`src/rtl/dmem_arbiter.sv`:
```
// Two-port round-robin arbiter and access controller for a single-port data memory.
// Each transaction runs IDLE -> ACCESS -> RESP; size, alignment and range are checked in ACCESS.
module dmem_arbiter #(
  parameter int DEPTH = 64,
  parameter int AW    = 32
) (
  input  logic          clk,
  input  logic          reset_n,
  input  logic          p0_valid,
  output logic          p0_ready,
  input  logic          p0_we,
  input  logic [1:0]    p0_size,
  input  logic          p0_signed,
  input  logic [AW-1:0] p0_addr,
  input  logic [31:0]   p0_wdata,
  output logic          p0_resp_valid,
  output logic [31:0]   p0_resp_rdata,
  output logic          p0_resp_err,
  input  logic          p1_valid,
  output logic          p1_ready,
  input  logic          p1_we,
  input  logic [1:0]    p1_size,
  input  logic          p1_signed,
  input  logic [AW-1:0] p1_addr,
  input  logic [31:0]   p1_wdata,
  output logic          p1_resp_valid,
  output logic [31:0]   p1_resp_rdata,
  output logic          p1_resp_err,
  output logic [AW-1:0] mem_a,
  output logic [31:0]   mem_wd,
  output logic [1:0]    mem_we,
  input  logic [31:0]   mem_rd
);
  typedef enum logic [1:0] {IDLE, ACCESS, RESP} state_t;
  typedef struct packed {
    logic          we;
    logic [1:0]    size;
    logic          sgn;
    logic [AW-1:0] addr;
    logic [31:0]   wdata;
  } req_t;

  localparam logic [AW-1:0] LIMIT = AW'(DEPTH * 4);

  state_t        state, state_nx;
  req_t [1:0]    req;
  req_t          q;
  logic          rr, owner, gnt, hs, acc_err;
  logic [1:0]    valid, ready;
  logic [7:0]    byte_v;
  logic [15:0]   half_v;
  logic [31:0]   acc_rdata, rdata_q;
  logic          err_q;

  assign req[0] = '{we: p0_we, size: p0_size, sgn: p0_signed, addr: p0_addr, wdata: p0_wdata};
  assign req[1] = '{we: p1_we, size: p1_size, sgn: p1_signed, addr: p1_addr, wdata: p1_wdata};
  assign valid  = {p1_valid, p0_valid};

  // rr only breaks ties; a lone requester always wins
  assign gnt = (valid == 2'b11) ? rr : valid[1];

  always_comb begin
    ready = '0;
    if (reset_n && state == IDLE && |valid) ready[gnt] = 1'b1;
  end
  assign p0_ready = ready[0];
  assign p1_ready = ready[1];
  assign hs       = |(ready & valid);

  always_ff @(posedge clk) begin
    if (!reset_n) begin
      state   <= IDLE;
      rr      <= 1'b0;
      owner   <= 1'b0;
      q       <= '0;
      rdata_q <= '0;
      err_q   <= 1'b0;
    end else begin
      state <= state_nx;
      if (hs) begin
        q     <= req[gnt];
        owner <= gnt;
        rr    <= ~gnt;
      end
      if (state == ACCESS) begin
        rdata_q <= acc_rdata;
        err_q   <= acc_err;
      end
    end
  end

  always_comb begin
    state_nx = state;
    case (state)
      IDLE:    if (hs) state_nx = ACCESS;
      ACCESS:  state_nx = RESP;
      RESP:    state_nx = IDLE;
      default: state_nx = IDLE;
    endcase
  end

  assign acc_err = (q.size == 2'b11) ||
                   (q.size == 2'b01 && q.addr[0]) ||
                   (q.size == 2'b00 && q.addr[1:0] != 2'b00) ||
                   (q.addr >= LIMIT);

  assign byte_v = 8'(mem_rd >> {q.addr[1:0], 3'b000});
  assign half_v = q.addr[1] ? mem_rd[31:16] : mem_rd[15:0];

  always_comb begin
    acc_rdata = '0;
    if (!acc_err && !q.we) begin
      case (q.size)
        2'b00:   acc_rdata = mem_rd;
        2'b01:   acc_rdata = {{16{q.sgn & half_v[15]}}, half_v};
        2'b10:   acc_rdata = {{24{q.sgn & byte_v[7]}}, byte_v};
        default: acc_rdata = '0;
      endcase
    end
  end

  // Gating on reset_n keeps a reset during ACCESS from committing the write
  always_comb begin
    mem_a  = '0;
    mem_wd = '0;
    mem_we = 2'b00;
    if (reset_n && state == ACCESS && !acc_err) begin
      mem_a = q.addr;
      if (q.we) begin
        mem_wd = q.wdata;
        case (q.size)
          2'b00:   mem_we = 2'b01;
          2'b01:   mem_we = 2'b10;
          default: mem_we = 2'b11;
        endcase
      end
    end
  end

  assign p0_resp_valid = reset_n && state == RESP && !owner;
  assign p1_resp_valid = reset_n && state == RESP && owner;
  assign p0_resp_rdata = p0_resp_valid ? rdata_q : '0;
  assign p1_resp_rdata = p1_resp_valid ? rdata_q : '0;
  assign p0_resp_err   = p0_resp_valid & err_q;
  assign p1_resp_err   = p1_resp_valid & err_q;
endmodule

```
`config.mk`:
```
export PLATFORM = sky130hd
export DESIGN_NAME = dmem_arbiter
export DESIGN_NICKNAME = d
export VERILOG_FILES = /design/src/rtl/dmem_arbiter.sv
export SDC_FILE = /design/constraint.sdc
export NUM_CORES = 1
export LEC_CHECK = 0
export ABC_AREA = 0
export CELL_PAD_IN_SITES_DETAIL_PLACEMENT = 0
export CELL_PAD_IN_SITES_GLOBAL_PLACEMENT = 1
export CORE_MARGIN = 2
export CORE_UTILIZATION = 25
export CTS_CLUSTER_DIAMETER = 100
export DETAILED_ROUTE_END_ITERATION = 6
export PLACE_DENSITY = 0.82
export SLEW_MARGIN = 20
export SYNTH_ARGS = -nofsm -noshare
export SYNTH_HDL_FRONTEND = slang
export SYNTH_SLANG_ARGS = --single-unit
```
`constraint.sdc`:
```
create_clock -name clk -period 1.6 [get_ports clk]
set_input_delay 0.16 -clock clk [delete_from_list [all_inputs] [get_ports clk]]
set_output_delay 0.16 -clock clk [all_outputs]
set_load 0.02 [all_outputs]
```
### Word-level counts from Yosys, hierarchy flattened

Index checks and enable logic that the tools add are counted.

| word-level totals | value |
|---|---|
| word-level logic and storage cells | 68 |
| register bits after elaboration | 105 |
| output and inout port bits | 136 |
| input bits | 172 |

| cells by class | value |
|---|---|
| shift-type cells | 1 |
| multiplexer cells | 19 |
| equality and inequality tests | 7 |
| bitwise operators | 6 |
| $lt $le $gt $ge | 3 |
| reductions and logical operators | 22 |

Operators with widths:

| cell | count |
|---|---|
| 32-bit 2-to-1 mux | 6 |
| 68-bit 2-to-1 mux | 2 |
| 32-bit case mux with 3 select lines | 1 |
| 32-bit by 9-bit greater-or-equal comparator with 1-bit output, second input constant | 1 |
| 32-bit by 5-bit right shift with 8-bit output | 1 |
| 16-bit 2-to-1 mux | 1 |
| 1-bit logical AND | 11 |
| 2-bit equality test, second input constant | 4 |
| 2-bit 2-to-1 mux | 4 |
| 2-bit case mux with 2 select lines | 2 |
| 1-bit bitwise AND | 4 |
| 2-bit by 1-bit equality test with 1-bit output, second input constant | 2 |
| 2-bit logical NOT | 2 |
| 2-bit OR reduction | 2 |
| 1-bit logical NOT | 3 |
| 1-bit logical OR | 3 |
| 2-bit bitwise AND | 1 |
| 1-bit by 2-bit < comparator with 1-bit output, second input constant | 1 |
| 1-bit 2-to-1 mux | 2 |
| 2-bit inequality test, second input constant | 1 |
| 2-bit nonzero test | 1 |
| 1-bit demux with 1-bit select | 1 |
| 1-bit greater-or-equal comparator, second input constant | 1 |
| 1-bit inverter | 1 |

### Logic depth before layout (Yosys ltp)

| depth | value |
|---|---|
| depth after elaboration | 11 |
| depth in mapped cells | 8 |
| depth with buffers taken out | 6 |

### Worst setup path before layout

No wires, ideal clock.

| path | value |
|---|---|
| path kind | reg2out |
| start | register q[42] (netlist bit) |
| end | output mem_wd[10] |
| data required time | 1.440 ns |
| data arrival time | 1.753 ns |
| slack | -0.313 ns |
| cell stages (with the launch flop) | 8 |
| path buffers | 2 |
| cells stage by stage | dfxtp_1 > nor4_1 > nand3_1 > a2111oi_4 > buf_6 > and2_4 > buf_6 > and3_1 |

| on the way | value |
|---|---|
| longest elaborated chain between the ends | 5 |

Ends and longest elaborated chain:

| element | RTL line | source |
|---|---|---|
| from (decl) | 47 | `req_t q;` |
| from (signal assigned) | 81 | `q <= req[gnt];` |
| 32-bit by 9-bit greater-or-equal comparator with 1-bit output | 105 | `(q.addr >= LIMIT);` |
| 1-bit logical OR | 104 | `(q.size == 2'b00 && q.addr[1:0] != 2'b00) \|\|` |
| 1-bit logical NOT | 127 | `if (reset_n && state == ACCESS && !acc_err) begin` |
| 1-bit logical AND | 127 |  |
| 32-bit 2-to-1 mux | 127 |  |
| to (decl) | 30 | `output logic [31:0] mem_wd,` |

No other way between the ends.

### Final worst setup path

| path | value |
|---|---|
| start | register q[63] (netlist bit) |
| end | output mem_we[1] |

| on the way | value |
|---|---|
| longest elaborated chain between the ends | 5 |

Ends and longest elaborated chain:

| element | RTL line | source |
|---|---|---|
| 32-bit by 9-bit greater-or-equal comparator with 1-bit output | 105 |  |
| 1-bit logical OR | 104 |  |
| 1-bit logical NOT | 127 |  |
| 1-bit logical AND | 127 |  |
| 2-bit 2-to-1 mux | 127 |  |
| to (decl) | 31 | `output logic [1:0] mem_we,` |

No other way between the ends.

==> impl_metrics.tcl <==
set metrics [dict create \
    avgSynthCellArea_um2 8.71 \
    critPathLaunch "q[63]" \
    syn2layout_area_growth_pct 103 \
    grt_pass1_wl_um 39000 \
    vias 6580 \
    portBuffers 283 \
    post-place-ws_ns -0.980 \
    drive_gt1_frac 0.425 \
    startpoint_type "flip-flop" \
    die-area_um2 23600 \
    path_delay_family "simple AND/OR/NAND/NOR gates" \
    clock_skew_ns 0.0104 \
    routed_wl_um 27100 \
    numCtsBuffers 9 \
    nets 1181 \
    grt_remaining_overflow 0 \
    cp_slowest_stage_delay_ns 0.38 \
    avgViaCountPerCell 5.09 \
    initial_core_util 0.256 \
    hold_viol 0 \
    p_leak_nw 4.75 \
    cp.required_ns 1.44 \
    worst_pin_slew_ns 0.749 \
    cts_htree_levels 3 \
    diodes 0 \
    endpoint_kind "output pin" \
    setup_viol 202 \
    critPathArrivalTime_ns 2.19 \
    dp_hpwl_um 16300 \
    yosysSeqAreaShare 0.375 \
    drc 3 \
    maxSlewViolCount 0 \
    slew_headroom 0.500 \
    hold_start "reset_n" \
    crit_chain "nor4_2 -> nand2_1 -> a2111oi_4 -> and2_4 -> buf_4 -> and3b_2 -> buf_4" \
    grt_pass1_vias 6588 \
    powerDensity_nw_per_um2 631 \
    rrSetupSlack_ns -0.58 \
    first_iter_violations 446 \
    fmax_ghz 0.426 \
    ys_warn_count 0 \
    final_core_util 0.518 \
    ff2ff_path_depth 10 \
    r2r_end "rdata_q[30]" \
    critPathMostFrequentCell "buf_4" \
    clk_pin_slew_ns 0.08 \
    fillCellCount 2003 \
    cp_slowest_cell "a2111oi_4" \
    grt_max_degree 33 \
    core_um2 21900 \
    rows 54 \
    synth_area_um2 5600 \
    hold_depth 3 \
    violations "DRC, setup timing" \
    worstReg2RegStart "q[63]" \
    io_pins 308 \
    rsz0062_at_grt "true" \
    fp.dieH_um 154 \
    yosysUniqueCellTypes 35 \
    synth-seq-cells 105 \
    hold_class "in -> reg" \
    worst-setup-path-type "reg -> out" \
    fin_crit_ns 2.35 \
    cts_tree "done" \
    drv_cap 0 \
    clkLatencyLatePin_ns 0.36 \
    ir_worst_vdd_uv 492 \
    synthesis.instances 643 \
    clock-sinks 105 \
    antenna_found_initial 0 \
    die_x_um 154 \
    post-route-period-util 1.47 \
    clockBufferDepth 2 \
    track_usage 0.213 \
    ant_nets 0 \
    critical_path_buf_inv_count 2 \
    first_pass_iters 7 \
    wl_per_cell_um 21.0 \
    place.gp.congestion 0.794 \
    worst-path-max-fanout 4 \
    outcome "complete, but fails checks" \
    whs_endpoint "q[51]" \
    fin_ws_ns -0.748 \
    cts-root-buf "clkbuf_16" \
]
==> worst reg2reg max path: cells and delay by family, from the launching register on <==
| family | cells | cell delay (ns) |
|---|---|---|
| buffers and inverters | 5 | 0.75 |
| and+or+nand+nor | 3 | 0.50 |
| AOI/OAI and AO/OA | 2 | 0.50 |
| DFF | 1 | 0.34 |
==> cell families after synthesis <==
kind of cell	share of synthesized area
other	0.000670
and+or+nand+nor	0.273
AOI/OAI and AO/OA	0.210
DFF	0.375
buffers and inverters	0.0871
muxes	0.0536
==> registers in the layout (all words and copies together) (netlist names) <==
name / flops
state: 2
err_q: 1
rdata_q: 32
q: 68
owner: 1
rr: 1
==> layout by cell type (no fill, tap or decap), types with 3 or more instances in the layout <==
cell and instances:
clkdlybuf4s50_1 169, buf_6 144, dfxtp_1 100, and2_4 68
nor2b_1 57, a222oi_1 55, nand2_1 50, buf_4 44
and3_4 37, o21ai_2 31, mux2i_1 27, buf_12 25
conb_1 24, buf_8 20, a211oi_1 16, clkbuf_16 16
nor2_1 13, o211a_1 13, o22a_1 8, nor3b_1 8
nor3_1 8, a21oi_1 8, buf_16 8, o22ai_1 7
and3_2 5, dfxtp_2 5, nand3_1 4, inv_6 4
inv_1 3, o21ai_1 3
==> how the worst max path moves through the flow <==
stage,depth (start not counted),end
detailed placement,7,mem_wd[23]
global route,7,mem_wd[23]
global placement,7,mem_wd[26]
finish,7,mem_we[1]
CTS,8,mem_wd[23]
floorplan,7,mem_we[1]
==> cell type report <==
cell class,count,area [um^2],area share
Clock inverter,6,72.6,0.00640
Sequential cell,105,2110,0.186
Tap cell,280,350,0.0309
Clock buffer,10,229,0.0202
Timing Repair Buffer,419,4860,0.428
Multi-Input combinational cell,469,3710,0.327
Inverter,5,21.3,0.00187
==> synthesized netlist by cell type (all sizes together) <==
library cell	count	share of area
a2111oi	1	0.0049
conb	1	0.00067
nand4b	1	0.0016
mux2i	30	0.054
a222oi	55	0.098
and2	69	0.078
nand3b	1	0.0013
nor2	15	0.010
o22a	8	0.013
a221oi	1	0.0016
buf	47	0.057
clkbuf	40	0.027
and3	42	0.047
o211a	13	0.023
nor3b	11	0.016
nor2b	59	0.066
o21ai	36	0.032
a21oi	9	0.0080
a211oi	16	0.021
and3b	1	0.0016
nor3	8	0.0071
nand3	4	0.0036
nand2	51	0.034
nor4	6	0.0067
o22ai	7	0.0078
nand2b	1	0.0011
dfxtp	105	0.38
inv	5	0.0033
==> report_power, final <==
part	total, mW	internal [mW]	switching [mW]
clock	2.35	1.24	1.11
sequential	2.87	2.76	0.107
combinational	1.95	1.11	0.839
total	7.16	5.11	2.05
==> what timing repair did <==
| item | 4_1_cts | 5_1_grt |
|---|---|---|
| setup buffers | 50 | 31 |
| pin swaps | 54 | 51 |
| setup endpoints to repair | 203 | 216 |
| gates resized for setup | 821 | 105 |
| hold buffers | 0 | 0 |
| gates cloned | 20 | 8 |
==> through the flow <==
step                      total power [mW]  instance area, um^2  instances  TNS (ns)  hold slack, ns
after floorplan                       3.67                 5840        666     -7.63           0.333
after global placement                4.43                 9150       1202    -84.62           0.441
after detailed placement              4.45                 9150       1202    -88.26           0.447
after CTS                             7.06                11100       1288   -102.49           0.245
after global routing                  7.45                11300       1294   -108.29           0.258
final                                 7.16                11300       1294    -89.68           0.252
==> layer usage <==
metal / vias to the layer above / share of wire / track usage
li1: 3054 / - / -
met1: 3226 / 0.40 / 0.252
met2: 267 / 0.51 / 0.380
met3: 33 / 0.068 / 0.0507
met4: 0 / 0.024 / 0.0695
met5: - / 0 / 0
No activity file was read; power rests on OpenSTA's default activity.
